### src/rtl/debounce_fsm.sv
// debounce_fsm: accepts a sync_in level change after STABLE_CYCLES consecutive enabled samples.
// Define DEBOUNCE_EVENT_CNT_EN to add the 8-bit accepted-rise counter port event_cnt.
module debounce_fsm #(
    parameter int STABLE_CYCLES = 4,
    parameter int CNT_WIDTH     = 16
) (
    input  logic       clk,
    input  logic       rst,
    input  logic       sync_in,
    input  logic       sample_en,
    output logic       deb_out,
    output logic       rise_pulse,
    output logic       fall_pulse,
`ifdef DEBOUNCE_EVENT_CNT_EN
    output logic [7:0] event_cnt,
`endif
    output logic       busy
);
    typedef enum logic [1:0] {IDLE_LOW, WAIT_HIGH, IDLE_HIGH, WAIT_LOW} state_t;

    localparam logic [CNT_WIDTH-1:0] LAST = CNT_WIDTH'(STABLE_CYCLES - 1);

    state_t               r_state;
    logic [CNT_WIDTH-1:0] r_cnt;
    logic                 r_deb;
    logic                 r_rise;
    logic                 r_fall;
    logic                 w_done;

    // The first sample of a new level is counted on entry to WAIT_*, hence cnt=1 there.
    assign w_done = (r_cnt == LAST);

    always_ff @(posedge clk) begin
        if (rst) begin
            r_state <= IDLE_LOW;
            r_cnt   <= '0;
            r_deb   <= 1'b0;
            r_rise  <= 1'b0;
            r_fall  <= 1'b0;
        end else begin
            r_rise <= 1'b0;
            r_fall <= 1'b0;
            if (sample_en) begin
                case (r_state)
                    IDLE_LOW: begin
                        r_state <= sync_in ? WAIT_HIGH : IDLE_LOW;
                        r_cnt   <= sync_in ? CNT_WIDTH'(1) : '0;
                    end
                    WAIT_HIGH: begin
                        if (!sync_in) begin
                            r_state <= IDLE_LOW;
                            r_cnt   <= '0;
                        end else if (w_done) begin
                            r_state <= IDLE_HIGH;
                            r_cnt   <= '0;
                            r_deb   <= 1'b1;
                            r_rise  <= 1'b1;
                        end else begin
                            r_cnt <= r_cnt + 1'b1;
                        end
                    end
                    IDLE_HIGH: begin
                        r_state <= !sync_in ? WAIT_LOW : IDLE_HIGH;
                        r_cnt   <= !sync_in ? CNT_WIDTH'(1) : '0;
                    end
                    default: begin
                        if (sync_in) begin
                            r_state <= IDLE_HIGH;
                            r_cnt   <= '0;
                        end else if (w_done) begin
                            r_state <= IDLE_LOW;
                            r_cnt   <= '0;
                            r_deb   <= 1'b0;
                            r_fall  <= 1'b1;
                        end else begin
                            r_cnt <= r_cnt + 1'b1;
                        end
                    end
                endcase
            end
        end
    end

`ifdef DEBOUNCE_EVENT_CNT_EN
    logic [7:0] r_event_cnt;

    always_ff @(posedge clk) begin
        if (rst)
            r_event_cnt <= '0;
        else if (sample_en && r_state == WAIT_HIGH && sync_in && w_done)
            r_event_cnt <= r_event_cnt + 1'b1;
    end

    assign event_cnt = r_event_cnt;
`endif

    assign deb_out    = r_deb;
    assign rise_pulse = r_rise;
    assign fall_pulse = r_fall;
    assign busy       = (r_state == WAIT_HIGH) || (r_state == WAIT_LOW);
endmodule

### config.mk
export PLATFORM = sky130hd
export DESIGN_NAME = debounce_fsm
export DESIGN_NICKNAME = d
export VERILOG_FILES = /design/src/rtl/debounce_fsm.sv
export SDC_FILE = /design/constraint.sdc
export NUM_CORES = 1
export LEC_CHECK = 0
export CAP_MARGIN = 20
export CORE_UTILIZATION = 25
export DETAILED_ROUTE_END_ITERATION = 12
export PLACE_DENSITY_LB_ADDON = 0.15
export SLEW_MARGIN = 20
export SYNTH_ARGS = -nofsm -noshare
export SYNTH_HDL_FRONTEND = slang
export SYNTH_SLANG_ARGS = --single-unit
### constraint.sdc
create_clock -name clk -period 4.9 [get_ports clk]
set_input_delay 0.49 -clock clk [delete_from_list [all_inputs] [get_ports clk]]
set_output_delay 0.49 -clock clk [all_outputs]
set_load 0.005 [all_outputs]
==> out/qor.yml, run 1 <==
port_buffers: 7
nets: 170
antenna_found_initial: 0
syn-instance-count: 154
ys_warn_count: 0
critPathMaxFanout: 19
avgSynthCellArea_um2: 8.17
overflow: 0
yosys_most_used_dff: "dfxtp_1"
hp-class: "reg -> reg"
cts_buffers: 3
synthAdderAreaFrac_pct: 5.97
die_y_um: 72.9
yosysSeqAreaShare_pct: 33.4
tightest_slew_ns: 0.889
cts_tree: "built"
cpLargestDelayFamily: "simple AND/OR/NAND/NOR gates"
cts-root-buf: "clkbuf_8"
start_kind: "register"
track_usage_pct: 12.7
synth_top_family_by_area: "simple AND/OR/NAND/NOR gates"
final.setup.worst_slack_ns: 2.17
netlist.area_leader.share_pct: 33.4
wirelength_um: 3030
route.vias.total: 1149
yosys.area.top_type: "dfxtp_1"
path_buf_inv: 0
synthArstFlopShare_pct: 0
post_dp_cell_area_um2: 1390
ys_top_cells_by_area: "dfxtp_1 (33%), ha_1 (6.0%), nand4_1 (5.5%)"
chipWidth_um: 72.9
p_leak_nw: 0.428
synth.area.mux_share_pct: 4.08
ioPinCount: 8
nFillCells: 505
cts-hold-fix-buffers: 0
drive_gt1_share_pct: 8.18
clockBufferDepth: 2
crit_type: "reg -> reg"
pre_cts_slack_ns: 2.26
path_cells: "ha_1, nor4b_1, nand4_1, a21oi_1, nor3_1"
synth_compound_area_share_pct: 12.1
maxSlewViolCount: 0
dp_hpwl_um: 2090
finClkSkew_ns: 0.00764
synth_enable_flop_cells: 0
insertion_delay_ns: 0.26
yosys.cell_types.count: 37
vdd_ir_drop_max_v: 0.0000730
synth-xor-area-share_pct: 3.48
setup_viol: 0
crit_arrival_ns: 2.84
min_period_ns: 2.73
synth_simple_gate_area_share_pct: 35.9
p_per_area_nw_per_um2: 226
finalHoldViolCount: 0
htreeDepth: 1
ys_ff_latch: 21
placementRows: 25
grt_max_degree: 25
core_region_area_um2: 4790
post-cts-setup-buffer-count: 0
avgRoutedWirePerCell_um: 13.4
via_per_inst: 5.08
initial_core_util_pct: 26.3
endpoint_kind: "register"
dieArea_um2: 5320
drt_iter0_markers: 79
synth_area_um2: 1260
cpMaxStageDelayCell: "nand4_1"
ctsResizeCount: 0
max_freq_ghz: 0.367
diodes: 0
period_share_pct: 55.7
first_global_vias: 1117
status: "finished clean"
drtAntennaViolNets: 0
drcViolationCount: 0
syn-num-nets: 164
mostFrequentLayoutCells: "dfxtp_1 (21), nand2_1 (17), nor3_1 (13)"
cts.clk_slew.worst_paths_ns: 0.08
place_congestion: 0.780
relSlewSlack_pct: 40.5
cp_data_required_time_ns: 5.01
first_pass_iters: 4
clock-sinks: 21
rsz0062_at_grt: "false"
layout_commonest_cell: "dfxtp_1"
slowest_delay_ns: 0.76
drv_cap: 0
stdcell_area_um2: 1440
grt_pass1_wl_um: 5190
syn_to_final_growth_pct: 14.1
setup_tns_ns: 0
-- state kept, by name, summed over array words and instances (netlist names), named ones only --
register    count
deb_out         1
fall_pulse      1
r_cnt          16
r_state         1
rise_pulse      1
-- worst register-to-register path, cell delays in order, from the launching register on --
cell and delay [ns]:
dfxtp_1 0.39, ha_1 0.25, nor4b_1 0.35, nand4_1 0.76
a21oi_1 0.72, nor3_1 0.11
-- path summary, 6_finish.rpt --
| check | startpoint | to | slack [ns] | cells past startpoint |
|---|---|---|---|---|
| min reg2reg | deb_out | deb_out | 0.51 | 2 |
| max | r_cnt[1] | r_cnt[10] | 2.17 | 5 |
| max reg2reg | r_cnt[1] | r_cnt[10] | 2.17 | 5 |
| min | deb_out | deb_out | 0.51 | 2 |
-- layer usage --
| layer | vias up | part of all wire (%) | global-route usage, % |
|---|---|---|---|
| met3 | 6 | 1.3 | 1.66 |
| met4 | 0 | 1.6 | 6.75 |
| met2 | 13 | 49 | 22.1 |
| li1 | 586 | - | - |
| met1 | 544 | 48 | 15.3 |
| met5 | - | 0 | 0 |
-- synthesized netlist by cell type (all sizes together), types with 3 or more instances --
| library cell | count |
|---|---|
| nand4 | 13 |
| clkbuf | 7 |
| xnor2 | 5 |
| nand3 | 7 |
| mux2i | 4 |
| nor4 | 6 |
| nor3 | 13 |
| nand2 | 17 |
| dfxtp | 21 |
| nand2b | 5 |
| ha | 6 |
| a211oi | 3 |
| a31oi | 8 |
| inv | 8 |
| nor2 | 6 |
| a21oi | 4 |
-- stage by stage --
stage | power [mW] | hold WS (ns) | util, % | instances
after floorplan | 0.200 | 0.464 | - | 154
after global placement | 0.210 | 0.463 | 29.0 | 222
after detailed placement | 0.211 | 0.493 | 29.0 | 222
after CTS | 0.330 | 0.505 | 30.0 | 226
after global routing | 0.340 | 0.516 | 30.0 | 226
final | 0.324 | 0.510 | 30.0 | 226
-- cells by family (layout without fill, tap and decap cells) --
group	after synthesis	after routing
and+or+nand+nor	79	79
AOI/OAI and AO/OA	22	22
DFF	21	21
buffers and inverters	16	21
adders and majority gates	6	6
xor gates and xnor gates	5	5
muxes	5	5
-- cell type report --
class                   count  area (um^2)  share of cell area (%)
multi-input cells         117          774                    54.0
flip-flops and latches     21          420                    29.3
well taps                  67         83.8                    5.84
repair buffers              8         77.6                    5.41
clock buffers               4         45.0                    3.14
inverters                   9         33.8                    2.35
-- where the power goes --
part | switching (mW) | internal (mW)
Combinational | 0.0202 | 0.0129
Clock | 0.0589 | 0.0580
Sequential | 0.00182 | 0.172
Total | 0.0809 | 0.243
Power figures use the tool's default switching activity.
==> inputs of run 2 (changes only) <==
Clock period 4.9 ns to 2.8 ns, I/O delays scaled along.
==> run 2 against run 1 <==
Effect of this change: count of clock-buffer cells in the layout unchanged; cell count increased by 1.8%; clock power up 78%; flip-flop and latch count unchanged; power rose by 76%; die area unchanged; highest routed layer unchanged; utilization up 0.63 points; critical endpoint is now r_cnt[5]; wire length grew 0.59%; worst hold slack got worse by 0.022 ns; clock skew shrank 0.0069 ns.
==> out/qor.yml, run 2 (synthesized netlist as in run 1, its figures left out) <==
core_region_area_um2: 4790
relSlewSlack_pct: 65.6
pre_cts_slack_ns: 0.539
track_usage_pct: 12.9
combinationalPowerShare_pct: 10.3
switching_share_pct: 25.2
endpoint_kind: "register"
cpLargestDelayFamily: "simple AND/OR/NAND/NOR gates"
drtAntennaViolNets: 0
first_pass_iters: 4
period_share_pct: 72.8
first_global_vias: 1162
nets: 174
finalHoldViolCount: 0
grt_max_degree: 19
path_buf_inv: 1
cts_tree: "built"
overflow: 0
dp_hpwl_um: 2200
place_congestion: 0.776
route.vias.total: 1163
p_int_mw: 0.427
tightest_slew_ns: 0.517
max_freq_ghz: 0.490
antenna_found_initial: 0
finClkSkew_ns: 0.000763
diodes: 0
drv_cap: 0
cp_data_required_time_ns: 2.94
setup_viol: 0
ioPinCount: 8
slowest_delay_ns: 0.45
via_per_inst: 5.06
final.setup.worst_slack_ns: 0.761
cts-root-buf: "clkbuf_8"
p_per_area_nw_per_um2: 390
clockBufferDepth: 2
avgRoutedWirePerCell_um: 13.3
dieArea_um2: 5320
htreeDepth: 1
drt_iter0_markers: 51
power_switching_mw: 0.144
seq_power_share_pct: 53.4
port_buffers: 7
cpMaxStageDelayCell: "a21oi_1"
drive_gt1_share_pct: 10.4
cts.clk_slew.worst_paths_ns: 0.08
rsz0062_at_grt: "false"
hp-class: "reg -> reg"
largest_reg_flops: 16
placementRows: 25
start_kind: "register"
maxSlewViolCount: 0
p_leak_nw: 0.446
syn_to_final_growth_pct: 16.5
status: "finished clean"
min_period_ns: 2.04
wirelength_um: 3050
drcViolationCount: 0
post-cts-setup-buffer-count: 0
die_y_um: 72.9
top_register: "r_cnt"
vdd_ir_drop_max_v: 0.000163
insertion_delay_ns: 0.26
p_clk_share_pct: 36.4
clock-sinks: 21
ctsResizeCount: 0
cts_buffers: 3
initial_core_util_pct: 26.3
critPathMaxFanout: 9
mostFrequentLayoutCells: "dfxtp_1 (21), nand2_1 (17), nor3_1 (13)"
chipWidth_um: 72.9
layout_commonest_cell: "dfxtp_1"
total_power_mw: 0.571
path_cells: "ha_1, nor4b_1, nand4_1, buf_4, a21oi_1, nor3_1"
crit_type: "reg -> reg"
crit_arrival_ns: 2.18
setup_tns_ns: 0
grt_pass1_wl_um: 5340
cts-hold-fix-buffers: 0
run 2: cell count changes in the layout (fill, tap and decap cells not counted):
| cell | previous run | this run |
|---|---|---|
| buf_4 | 1 | 5 |
run 2: final timing paths:
path,from,endpoint,slack (ns),cells after the start
worst max-delay path,r_cnt[1],r_cnt[5],0.76,6
worst min-delay path,deb_out,deb_out,0.49,2
worst max register to register,r_cnt[1],r_cnt[5],0.76,6
worst min register to register,deb_out,deb_out,0.49,2
run 2: metal layers:
layer | vias to the layer above | GRT usage, % | routed length (um) | part of all wire [%]
li1 | 594 | - | - | -
met5 | - | 0 | 0 | 0
met4 | 0 | 6.10 | 45 | 1.5
met2 | 19 | 21.9 | 1410 | 46
met3 | 6 | 1.93 | 89 | 2.9
met1 | 544 | 16.0 | 1510 | 49
run 2: final cells by class:
class | count | area, um^2
timing repair buffer | 12 | 108
sequential | 21 | 420
tap | 67 | 83.8
inverter | 9 | 33.8
multi-input combinational | 117 | 774
fill | 495 | 3320
clock buffer | 4 | 45.0
run 2: worst reg2reg max path: cells and delay by family (launching register included):
kind	cells	cell delay [ns]
AOI/OAI and AO/OA	1	0.45
adders and majority gates	1	0.26
buffers and inverters	1	0.21
DFF	1	0.40
and+or+nand+nor	3	0.59
run 2: per-stage QoR:
| step | instance area, um^2 | instances | hold WS [ns] | utilization, % |
|---|---|---|---|---|
| global route | 1470 | 230 | 0.508 | 30.6 |
| detailed placement | 1420 | 226 | 0.474 | 29.7 |
| global placement | 1420 | 226 | 0.470 | 29.7 |
| floorplan | 1260 | 154 | 0.435 | - |
| CTS | 1470 | 230 | 0.485 | 30.6 |
| finish | 1470 | 230 | 0.488 | 30.6 |
run 2: power groups by stage:
stage	Sequential, mW	Combinational (mW)	Clock, mW
finish	0.305	0.0587	0.208
global route	0.306	0.0664	0.229
floorplan	0.311	0.0390	0
CTS	0.305	0.0591	0.216
detailed placement	0.312	0.0589	0
global placement	0.312	0.0579	0
